==> config.mk <==
export PLATFORM = sky130hd
export DESIGN_NAME = noc_rr_switch_arbiter
export DESIGN_NICKNAME = d
export VERILOG_FILES = /design/src/rtl/noc_rr_switch_arbiter.sv
export SDC_FILE = /design/constraint.sdc
export NUM_CORES = 1
export LEC_CHECK = 0
export CELL_PAD_IN_SITES_DETAIL_PLACEMENT = 0
export CELL_PAD_IN_SITES_GLOBAL_PLACEMENT = 1
export CORE_ASPECT_RATIO = 0.5
export CORE_MARGIN = 10
export CORE_UTILIZATION = 25
export DETAILED_ROUTE_END_ITERATION = 12
export PLACE_DENSITY_LB_ADDON = 0.1
export SYNTH_ARGS = -nofsm -noshare
export SYNTH_HDL_FRONTEND = slang
export SYNTH_SLANG_ARGS = --single-unit
==> constraint.sdc <==
create_clock -name clk -period 11.4 [get_ports clk]
set_clock_uncertainty 0.05 [all_clocks]
set_input_delay 2.85 -clock clk [delete_from_list [all_inputs] [get_ports clk]]
set_output_delay 2.85 -clock clk [all_outputs]
set_load 0.02 [all_outputs]
==> src/rtl/noc_rr_switch_arbiter.sv <==
// Per-output switch allocator: request-aware round-robin with wormhole packet lock,
// or legacy TDM rotation for bring-up. One arbiter instance per router output.

module noc_rr_out_arb #(
  parameter int NP          = 5,
  parameter int O           = 0,
  parameter int MODE        = 0,
  parameter int ALLOW_UTURN = 0
) (
  input  logic          clk,
  input  logic          rst,
  input  logic [NP-1:0] req,
  input  logic [NP-1:0] tail,
  input  logic          xfer,
  output logic [NP-1:0] grant,
  output logic          busy
);
  localparam int PW = (NP > 1) ? $clog2(NP) : 1;
  localparam logic [PW-1:0] LAST    = PW'(NP - 1);
  localparam logic [PW-1:0] OIDX    = PW'(O);
  localparam logic [PW-1:0] PTR_RST = (O == NP - 1) ? '0 : PW'(O + 1);

  typedef enum logic {IDLE, LOCKED} st_t;

  st_t           state, nstate;
  logic [PW-1:0] owner, nowner, ptr, nptr, tdm, ntdm, win;
  logic [NP-1:0] mreq;
  logic          found, rel;
  int            j;

  function automatic logic [PW-1:0] dec(input logic [PW-1:0] x);
    return (x == '0) ? LAST : x - PW'(1);
  endfunction

  always_comb begin
    mreq = req;
    if (ALLOW_UTURN == 0) mreq[O] = 1'b0;
  end

  // cyclic first-hit search starting at the round-robin pointer
  always_comb begin
    found = 1'b0;
    win   = '0;
    j     = 0;
    for (int k = 0; k < NP; k++) begin
      j = int'(ptr) + k;
      if (j >= NP) j = j - NP;
      if (!found && mreq[j]) begin
        found = 1'b1;
        win   = PW'(j);
      end
    end
  end

  // owner's request is never masked (owner != O when U-turns are barred)
  assign rel = (state == LOCKED) && ((xfer && tail[owner]) || !req[owner]);

  always_ff @(posedge clk) begin
    if (rst) begin
      state <= IDLE;
      owner <= '0;
      ptr   <= PTR_RST;
      tdm   <= PTR_RST;
    end else begin
      state <= nstate;
      owner <= nowner;
      ptr   <= nptr;
      tdm   <= ntdm;
    end
  end

  always_comb begin
    nstate = state;
    nowner = owner;
    nptr   = ptr;
    case (state)
      IDLE: if (found) begin
        nstate = LOCKED;
        nowner = win;
        nptr   = (win == LAST) ? '0 : win + PW'(1);
      end
      LOCKED: if (rel) nstate = IDLE;
      default: nstate = IDLE;
    endcase
    ntdm = dec(tdm);
    if (ALLOW_UTURN == 0 && ntdm == OIDX) ntdm = dec(ntdm);
  end

  always_comb begin
    grant = '0;
    busy  = 1'b0;
    if (MODE == 1) begin
      grant[tdm] = 1'b1;
    end else if (state == LOCKED) begin
      grant[owner] = 1'b1;
      busy         = 1'b1;
    end
  end
endmodule

module noc_rr_switch_arbiter #(
  parameter int NUM_PORTS   = 5,
  parameter int MODE        = 0,
  parameter int ALLOW_UTURN = 0
) (
  input  logic                           clk,
  input  logic                           rst,
  input  logic [NUM_PORTS*NUM_PORTS-1:0] req_i,
  input  logic [NUM_PORTS-1:0]           tail_i,
  input  logic [NUM_PORTS-1:0]           xfer_i,
  output logic [NUM_PORTS*NUM_PORTS-1:0] grant_o,
  output logic [NUM_PORTS-1:0]           busy_o
);
  for (genvar o = 0; o < NUM_PORTS; o++) begin : g_out
    noc_rr_out_arb #(
      .NP(NUM_PORTS), .O(o), .MODE(MODE), .ALLOW_UTURN(ALLOW_UTURN)
    ) u_arb (
      .clk  (clk),
      .rst  (rst),
      .req  (req_i[o*NUM_PORTS +: NUM_PORTS]),
      .tail (tail_i),
      .xfer (xfer_i[o]),
      .grant(grant_o[o*NUM_PORTS +: NUM_PORTS]),
      .busy (busy_o[o])
    );
  end
endmodule

==> impl_metrics.json <==
{
  "ys_types": 92,
  "dieHeight_um": 137,
  "drive_gt1_frac": 0.0710,
  "yosysWarnings": 0,
  "worst_pin_slew_ns": 0.983,
  "synth.ff_latch_count": 35,
  "grt_max_degree": 35,
  "finalSetupViolations": 0,
  "drc": 0,
  "cts_buffers": 5,
  "power_mw": 2.63,
  "hold_slack_ns": 0.516,
  "hold_path.class": "reg -> reg",
  "cts.sink_count": 35,
  "synthToLayoutAreaGrowth_pct": 14.7,
  "syn-num-nets": 1036,
  "crit_arrival_ns": 6.34,
  "critPathCaptureType": "flop",
  "cts_tree": "yes",
  "vias_per_cell": 5.44,
  "core_region_area_um2": 26800,
  "rsz0062_at_grt": "no",
  "clk_latency_ns": 0.28,
  "avgSynthCellArea_um2": 7.33,
  "synth_flop_cell": "dfxtp_1",
  "firstDrtPassIters": 5,
  "syn-instance-count": 940,
  "drtAntennaViolNets": 0,
  "fmax_mhz": 162,
  "fin_crit_ns": 6.19,
  "worst-path-max-fanout": 12,
  "diodes": 0,
  "maxCapViolations": 0,
  "regArea_um2": 701,
  "n_fill_cell": 2942,
  "place.gp.congestion": 0.808,
  "detailed_place_hpwl_mm": 17.9,
  "grt-ovfl-total": 0,
  "clk_pin_slew_ns": 0.05,
  "max-vdd-ir-drop_mv": 0.0737,
  "synthesis.area_um2": 6890,
  "ys_seq_area_frac": 0.102,
  "multi_input_area_um2": 5700,
  "cts_hold_buf": 0,
  "dr_total_vias": 7130,
  "nets": 1055,
  "required_ns": 11.54,
  "cts_max_level": 2,
  "synth_top_area_frac": 0.102,
  "setup_tns_ns": 0,
  "grt.total_usage": 0.132,
  "numPortBuffers": 66,
  "powerDensity_nw_per_um2": 333,
  "wl_per_cell_um": 17.9,
  "cts_resized": 0,
  "start_util": 0.257,
  "drt_iter0_drc": 495,
  "clk_path_buf_depth": 2,
  "cts_setup_buffers": 0,
  "fin_util": 0.295,
  "grt_pass1_wl_mm": 38.0,
  "status": "completed",
  "io_pins": 67,
  "netlist_top_cells_count": "nand2_1 (76), nor2_1 (66), a21oi_1 (60)",
  "cts_root_buf": "clkbuf_16",
  "fin_crit_sh": 0.543,
  "slew_headroom": 0.342,
  "synthTopCellsByArea": "dfxtp_1 (10%), ha_1 (9.8%), mux2i_1 (4.9%)",
  "p_leak_nw": 3.09,
  "antenna_found_initial": 0,
  "die_area_um2": 35000,
  "critPathLaunchType": "input port",
  "synth.largest_area_cell": "dfxtp_1",
  "die_x_um": 255,
  "grt_pass1_vias": 7049,
  "synth_edf_count": 0,
  "rows": 42,
  "wl_mm": 23.5,
  "hold_viol": 0,
  "slew_violations": 0,
  "async_reset_ff_frac": 0,
  "yosysMostFrequentCell": "nand2_1",
  "crit_type": "in -> reg"
}
path summary, 6_finish.rpt:
kind	from	end	slack, ns	cells past startpoint
max	req_i[4]	g_out[0].u_arb.owner[1]	5.21	9
min	g_out[1].u_arb.owner[2]	g_out[1].u_arb.owner[2]	0.52	2
max reg2reg	g_out[1].u_arb.ptr[0]	g_out[1].u_arb.ptr[0]	6.45	15
min reg2reg	g_out[1].u_arb.owner[2]	g_out[1].u_arb.owner[2]	0.52	2
metal layers:
layer	vias up	wire, µm	GRT usage
li1	3576	-	-
met1	3439	11200	0.167
met2	94	11500	0.240
met3	21	441	0.0128
met4	0	317	0.0263
met5	-	0	0
critical path, stage by stage:
cell and delay [ns]:
clkdlybuf4s50_1 0.72, or4b_2 0.62, a21o_1 0.20, a221o_1 0.31, o31ai_1 0.16, nor3_1 0.15
a31oi_1 0.83, a21bo_2 0.30, o32ai_1 0.20
layout by cell type, fill, tap and decap left out, types with 22 or more instances in the layout:
cell type	netlist	layout
nor2_1	66	66
nand2b_1	22	22
ha_1	54	54
mux2i_1	34	34
clkdlybuf4s50_1	0	66
nand2_1	76	76
a21oi_1	60	60
nor2b_1	23	23
nand3_1	23	23
nor3_1	27	27
o21ai_0	50	50
dfxtp_1	35	35
inv_1	59	59
stage by stage:
stage / cells / setup slack, ns / instance area, µm²
6_report: 1310 / 5.21 / 7900
5_1_grt: 1310 / 4.95 / 7900
4_1_cts: 1310 / 5.20 / 7900
3_5_place_dp: 1304 / 4.90 / 7770
3_3_place_gp: 1304 / 4.94 / 7770
2_1_floorplan: 940 / 5.93 / 6890
state kept, by name, indices dropped and copies added, names as in the netlist:
| signal | count |
|---|---|
| g_out.u_arb.owner | 15 |
| g_out.u_arb.ptr | 15 |
| g_out.u_arb.state | 5 |
cell families after synthesis:
| logic type | after synthesis | synth area share |
|---|---|---|
| AO/OA/AOI/OAI | 315 | 0.325 |
| XOR/XNOR | 20 | 0.0254 |
| adder cells (fa/ha/maj) | 60 | 0.114 |
| buffers and inverters | 121 | 0.0710 |
| flip-flops | 35 | 0.102 |
| multiplexers | 52 | 0.0957 |
| AND/OR/NAND/NOR | 337 | 0.267 |
power by group:
group | internal (mW) | leakage [nW] | switching [mW]
combinational | 0.928 | 2.74 | 1.29
sequential | 0.173 | 0.290 | 0.104
clock | 0.0787 | 0.0628 | 0.0522
total | 1.18 | 3.09 | 1.45
layout make-up:
| type | instances | share of cell area |
|---|---|---|
| clock buffers | 6 | 0.0163 |
| multi-input cells | 784 | 0.721 |
| repair buffers | 72 | 0.0893 |
| flip-flops and latches | 35 | 0.0886 |
| well taps | 352 | 0.0557 |
| inverters | 61 | 0.0290 |
(Power assumes the default switching activity.)
